==> src/rtl/vecseq_pkg.sv <==
// Shared types and constants for the vector sequencer: FSM state encoding and
// the expected gate response table (y = ~b & (~c | a), bit i = abc value i).
package vecseq_pkg;

  typedef enum logic [1:0] {
    IDLE,
    SETTLE,
    SAMPLE,
    DONE
  } state_t;

  localparam logic [7:0] GOLDEN  = 8'b0011_0001;
  localparam logic [3:0] ERR_MAX = 4'd8;

endpackage

==> src/rtl/settle_timer.sv <==
// Down-counter holding a vector for a fixed number of cycles; load wins over
// tick, and the count parks at zero instead of wrapping.
module settle_timer #(
  parameter int WIDTH = 4
) (
  input  logic             clk,
  input  logic             reset,
  input  logic             load,
  input  logic [WIDTH-1:0] load_value,
  input  logic             tick,
  output logic             zero
);

  logic [WIDTH-1:0] count;

  always_ff @(posedge clk) begin
    if (reset) begin
      count <= '0;
    end else if (load) begin
      count <= load_value;
    end else if (tick && !zero) begin
      count <= count - 1'b1;
    end
  end

  assign zero = (count == '0);

endmodule

==> src/rtl/vector_sequencer.sv <==
// Sweeps abc_o through 0..7, waits SETTLE_CYCLES per vector, checks y_i against GOLDEN.
// Optional feature: define VECSEQ_MISMATCH_LOG_EN to add the per-vector mismatch_mask output.
module vector_sequencer
  import vecseq_pkg::*;
#(
  parameter int SETTLE_CYCLES = 8
) (
  input  logic       clk,
  input  logic       reset,
  input  logic       start,
  output logic [2:0] abc_o,
  input  logic       y_i,
  output logic       busy,
  output logic       done,
  output logic [3:0] err_count,
  output logic       pass
`ifdef VECSEQ_MISMATCH_LOG_EN
  ,
  output logic [7:0] mismatch_mask
`endif
);

  // A zero settle time still needs one cycle in SETTLE to keep the per-vector cadence.
  localparam int SETTLE_EFF = (SETTLE_CYCLES < 1) ? 1 : SETTLE_CYCLES;
  localparam int CW = $clog2(SETTLE_EFF + 1);
  localparam logic [CW-1:0] RELOAD = CW'(SETTLE_EFF - 1);

  state_t     state, state_nxt;
  logic [2:0] idx;
  logic       accept, advance, sample, finish, tick, zero, miss;

  settle_timer #(
    .WIDTH(CW)
  ) u_settle_timer (
    .clk       (clk),
    .reset     (reset),
    .load      (accept | advance),
    .load_value(RELOAD),
    .tick      (tick),
    .zero      (zero)
  );

  always_ff @(posedge clk) begin
    if (reset) state <= IDLE;
    else       state <= state_nxt;
  end

  always_comb begin
    state_nxt = state;
    accept    = 1'b0;
    advance   = 1'b0;
    sample    = 1'b0;
    finish    = 1'b0;
    tick      = 1'b0;
    case (state)
      IDLE: begin
        if (start) begin
          accept    = 1'b1;
          state_nxt = SETTLE;
        end
      end
      SETTLE: begin
        tick = 1'b1;
        if (zero) state_nxt = SAMPLE;
      end
      SAMPLE: begin
        sample = 1'b1;
        if (idx == 3'd7) begin
          state_nxt = DONE;
        end else begin
          advance   = 1'b1;
          state_nxt = SETTLE;
        end
      end
      DONE: begin
        finish    = 1'b1;
        state_nxt = IDLE;
      end
      default: state_nxt = IDLE;
    endcase
  end

  assign miss  = sample && (y_i != GOLDEN[idx]);
  assign abc_o = idx;

  // busy drops on entry to DONE; done and pass land together on the way back to IDLE.
  always_ff @(posedge clk) begin
    if (reset) begin
      idx       <= 3'd0;
      busy      <= 1'b0;
      done      <= 1'b0;
      err_count <= 4'd0;
      pass      <= 1'b0;
    end else begin
      done <= finish;
      if (accept) begin
        idx       <= 3'd0;
        busy      <= 1'b1;
        err_count <= 4'd0;
        pass      <= 1'b0;
      end
      if (miss && err_count != ERR_MAX) err_count <= err_count + 4'd1;
      if (advance) idx <= idx + 3'd1;
      if (sample && idx == 3'd7) busy <= 1'b0;
      if (finish) pass <= (err_count == 4'd0);
    end
  end

`ifdef VECSEQ_MISMATCH_LOG_EN
  always_ff @(posedge clk) begin
    if (reset || accept) mismatch_mask <= 8'd0;
    else if (miss)       mismatch_mask[idx] <= 1'b1;
  end
`endif

endmodule

==> config.mk <==
export PLATFORM = sky130hd
export DESIGN_NAME = vector_sequencer
export DESIGN_NICKNAME = d
export VERILOG_FILES = /design/src/rtl/vecseq_pkg.sv /design/src/rtl/settle_timer.sv /design/src/rtl/vector_sequencer.sv
export SDC_FILE = /design/constraint.sdc
export NUM_CORES = 1
export LEC_CHECK = 0
export ABC_CLOCK_PERIOD_IN_PS = 1300
export BUFFER_PORTS_ARGS = -buffer_cell sky130_fd_sc_hd__buf_2
export CAP_MARGIN = 15
export CORE_UTILIZATION = 45
export DETAILED_ROUTE_END_ITERATION = 10
export PLACE_DENSITY = 0.68
export RECOVER_POWER = 100
export SYNTH_ARGS = -nofsm -noshare
export SYNTH_HDL_FRONTEND = slang
export SYNTH_SLANG_ARGS = --single-unit
==> constraint.sdc <==
create_clock -name clk -period 1.3 [get_ports clk]
set_input_delay 0.26 -clock clk [delete_from_list [all_inputs] [get_ports clk]]
set_output_delay 0.26 -clock clk [all_outputs]
set_load 0.02 [all_outputs]
# Yosys cells after proc, flatten, opt, wreduce, memory -nomap -nowiden
# Memories as Yosys holds them, arrays and structs flattened. A register that Yosys moved wholly into a read port is not among the register bits.
# Cells that the tools add are included.
[word_totals] memories=1 reg_bits=16 mem_bits_ro=8 word_cells=59 input_bits=4
[classes] eq_ne=8 magnitude_cmp=1 mux=22 bitwise_logic=1 addsub=3 reduce_logical=15
[memory_table] name="(name not given)" words=8 width=1 rd=1 rd_clocked_by_memory_dff=1 wr=0 line="vector_sequencer.sv:83" source="assign miss = sample && (y_i != GOLDEN[idx]);"
[ops] operator="$mux W3" count=6
[ops] operator="$mux W1" count=10
[ops] operator="$logic_not A4 Y1" count=2
[ops] operator="$mux W4" count=2
[ops] operator="$pmux W2 S4" count=1
[ops] operator="$reduce_bool A2 Y1" count=4
[ops] operator="$mux W2" count=3
[ops] operator="$add A4 B1 Y4 const B" count=1
[ops] operator="$eq A2 B2 Y1 const B" count=2
[ops] operator="$logic_and A1 B1 Y1" count=4
[ops] operator="$lt A3 B4 Y1 const B" count=1
[ops] operator="$ne A4 B4 Y1 const B" count=1
[ops] operator="$reduce_or A2 Y1" count=2
[ops] operator="$sub A4 B1 Y4 const B" count=1
[ops] operator="$add A3 B1 Y3 const B" count=1
[ops] operator="$eq A3 B3 Y1 const B" count=1
[ops] operator="$eq A2 B1 Y1 const B" count=1
[ops] operator="$logic_not A2 Y1" count=1
[ops] operator="$ne A2 B1 Y1 const B" count=1
[ops] operator="$ne A2 B2 Y1 const B" count=1
[ops] operator="$reduce_and A2 Y1" count=1
[ops] operator="$logic_not A1 Y1" count=1
[ops] operator="$ne A1 B1 Y1" count=1
[ops] operator="$or A1 B1 Y1" count=1

# Depth between registers and ports, before layout
[logic_depth] word_depth=6 ltp_mapped=7 mapped_depth_nobuf=6

# Cells and area by module
# From an unflattened synthesis, not the netlist that was laid out.
[unflattened] hier_cells=111 hier_area_um2=1002.2
[modules_own_cells] module="vector_sequencer" area_each_um2=739.5 cells_per_inst=82 instances=1 seq_area_each_um2=260.2
[modules_own_cells] module="settle_timer" area_each_um2=262.8 cells_per_inst=29 instances=1 seq_area_each_um2=80.1

# Worst setup path before layout
# No wires, ideal clock.
[synth_path] path_type="reg2reg" start="reg idx[0], in the netlist abc_o[0]" end="reg with a tool-made name" stages_incl_launch_ff=8 setup_ns=0.123 t_arrival_ns=1.492 path_slack_ns=-0.315 path_cell_list="dfxtp_1 > ha_1 > ha_1 > buf_2 > nor2_1 > a22o_1 > a22oi_1 > a21oi_1"
[synth_rtl] item="from (decl)" line="vector_sequencer.sv:29" source="logic [2:0] idx;"
[synth_rtl] item="from (signal assigned)" line="vector_sequencer.sv:103" source="if (advance) idx <= idx + 3'd1;"

==> metrics.md <==
| Metric | Value |
|---|---|
| Vias in the first global route | 657 |
| Site Rows | 16 |
| Synth Area in Adders | 6.553% |
| TritonCTS Buffers | 3 |
| Compound-Gate Fraction of Synth Area | about 15% |
| Io pins | 14 |
| Post-synthesis simple-gate area fraction | 30.28% |
| Filler cell count | about 180 |
| CTS Buffer Depth | 2 |
| Clock-pin slew on the worst setup and hold paths | 0.10 ns |
| CTS tree | done |
| Commonest cells after routing, fill and taps aside | 11 x a21oi_1, 10 x nand2_1, 10 x dfxtp_1 |
| Max Cap Viol | 0 |
| Share of power burned in registers | 50.8% |
| Slew Limit Fails | 0 |
| Final Util | around 61% |
| Drt drc | 0 |
| Clock power frac | 25.0% |
| GRT Residual Overflow | 0 |
| Maximum vdd drop | between 0.0006 and 0.0007 V |
| Switching share of total power | 29.47% |
| Tot GR Track Use | 17.94% |
| EDFF count, synth | 0 |
| Crit Path Class | flop to flop |
| Die X | 48.06 um |
| Commonest non-fill, non-tap cell in the layout | a21oi_1 |
| Synthesized area | 954.7 sq um |
| Status | finished clean |
| Average footprint of a synthesized cell | 9.092 sq um |
| Critical path cell sequence | ha_4 -> ha_4 -> nor2_1 -> a22o_1 -> a22oi_2 -> a21oi_1 |
| Root Driver | clkbuf_4 |
| Fin nets | between 100 and 150 |
| First-pass GRT wire length | 2.760 mm |
| Slew headroom | between 70% and 80% |
| TNS Setup | 0 ns |
| Total wire length | 1.807 mm |
| CP max stage cell | dfxtp_4 |
| Placer congestion estimate | 0.7482 |
| Final setup vio count | 0 |
| Leakage | 0.4547 nW |
| Max Freq | ~0.77 GHz |
| Hold Path Origin | reset |
| Maximum fanout along the worst path | 8 |
| P&R area growth vs syn | 25.69% |
| Antenna viol nets, final | 0 |
| Die area | 2310 sq um |
| Worst EP arrival | between 1 and 1.5 ns |
| Placed cell count | 149 |
| RSZ-0062 raised after global routing | true |
| Die height | between 40 and 50 um |
| Initial antenna violation count | 0 |
| Design area | around 1200 sq um |
| Worst Setup End Kind | flop |
| Number of detailed-route iterations in the first pass | 4 |
| Core region area | about 2000 sq um |
| Syn Inst Count | approximately 110 |
| Actual slew at the worst max-slew pin | 0.3368 ns |
| Share of layout cells above drive strength 1 | between 40 and 50% |
| Placed Area | 1139 sq um |
| Worst path required time | 1.50 ns |
| Combinational power share | 24.3% |
| H-tree Lvls | 1 |
| Post-DR vias/cell | roughly 5.1 |
| Overall Power | 1.146 mW |
| Final WS setup | 0.002285 ns |
| Power per cell area | 954.9 nW/um^2 |
| Post-synth ARST share | 0% |
| Clock skew | 0.004616 ns |
| Yosys warnings | 0 |
| DR iter-0 viols | 10 |
| Clock sink count | 17 |
| Cell Int Power | 0.8081 mW |
| DP Worst Slack | -0.02088 ns |
| Crit path launch | abc_o[1] |
| Pin count of the biggest net entering global routing | 18 |
| Routed WL per cell | 11.73 um |
| Synth Flop Type | dfxtp_1 |
| Largest family of logic cells by synthesized area | simple AND/OR/NAND/NOR gates |
| Mux contribution to synthesized area | 2.097% |
| Seq/Total Area, Yosys | 35.65% |
| Initial Util | between 40% and 50% |
| Most frequent CP cell | ha_4 |
| CP peak stage delay | 0.37 ns |
| Psw | 0.3377 mW |
| Tightest Hold Check Type | input pin to flop |
| Half-perimeter wire length after placement | 1.311 mm |
| XOR/XNOR Fraction of Synth Area | 3.670% |
| Worst Hold Slack | ~0.32 ns |
| Input/output buffers | 13 |
| Worst setup SP type | flop |
| Syn_nets | 114 |
| Synth unique cells | 40 |
| RR Startpoint | abc_o[1] |
| Final Hold Fails | 0 |
| Clock period minus worst slack | between 1 and 1.5 ns |
| Synthesized flop and latch total | 17 |
| Final Cycle Share | 99.82% |
| Vias | 782 |
| Final Non-Filler Cells | 154 |
| Clk_lat worst skew | roughly 0.30 ns |
| N_diodes | 0 |
power groups by stage:
stage / Clock (mW) / Sequential [mW] / Combinational (mW)
final: 0.286 / 0.582 / 0.278
after global routing: 0.327 / 0.587 / 0.303
after CTS: 0.300 / 0.581 / 0.265
after detailed placement: 0 / 0.588 / 0.251
after global placement: 0 / 0.587 / 0.247
after floorplan: 0 / 0.584 / 0.188
layer usage:
layer | share of wire (%) | GRT usage [%] | vias to the layer above
met5 | 0 | 0 | -
li1 | - | - | 410
met4 | 1.8 | 8.333 | 0
met2 | 48 | 29.73 | 15
met1 | 46 | 21.62 | 355
met3 | 3.5 | 4.528 | 2
final cells by class:
| type | count | area (sq um) | area share (%) |
|---|---|---|---|
| sequential | 17 | 354.1 | 29.51 |
| multi-input combinational | 77 | 616.8 | 51.41 |
| timing repair buffer | 23 | 143.9 | 11.99 |
| inverter | 6 | 25.02 | 2.086 |
| tap | 27 | 33.78 | 2.815 |
| clock buffer | 4 | 26.28 | 2.190 |
cell usage after synthesis, types with 2 or more instances:
master / instances / share of area (%)
a21oi_1: 11 / 5.8
a31oi_1: 3 / 2.0
buf_2: 2 / 1.0
buf_6: 2 / 2.4
dfxtp_1: 17 / 36
ha_1: 5 / 6.6
inv_1: 5 / 2.0
mux2i_1: 2 / 2.1
nand2_1: 10 / 3.9
nand3_1: 2 / 1.0
nand3_2: 2 / 2.1
nand3b_1: 2 / 1.6
nor2_1: 8 / 3.1
nor3_1: 2 / 1.0
nor3_2: 2 / 2.1
nor3b_1: 4 / 3.1
xnor2_1: 2 / 1.8
xor2_1: 2 / 1.8
registers in the layout, summed over array words and instances (netlist names), named ones only:
register / cells
busy: 1
err_count: 4
pass: 1
u_settle_timer.count: 4
state: 2
done: 1
abc_o: 3
worst max-delay path, delay by kind of cell (launching register included):
kind                     cells  cell delay (ns)
adder cells (fa/ha/maj)      2             0.31
AND/OR/NAND/NOR              1             0.05
flip-flops                   1             0.37
AO/OA/AOI/OAI                3             0.44
repair_timing:
| item | CTS | global route |
|---|---|---|
| hold buffers | 0 | 0 |
| setup endpoints to repair | 7 | 8 |
| endpoints found under the hold margin | 0 | 0 |
| buffers inserted | 0 | 1 |
| gates resized for setup | 9 | 4 |
| pin swaps | 6 | 9 |
logic make-up after synthesis:
logic type               after synthesis
flip-flops                            17
AND/OR/NAND/NOR                       43
multiplexers                           2
XOR/XNOR                               4
adder cells (fa/ha/maj)                5
AO/OA/AOI/OAI                         23
buffers and inverters                 11
path summary, 6_finish.rpt:
check / endpoint / slack (ns) / cells after the start
worst max-delay path: flop / 0.002 / 6
worst min-delay path: err_count[0] / 0.32 / 2
worst max register to register: flop / 0.002 / 6
worst min register to register: busy / 0.52 / 2
Power figures use the tool's default switching activity.
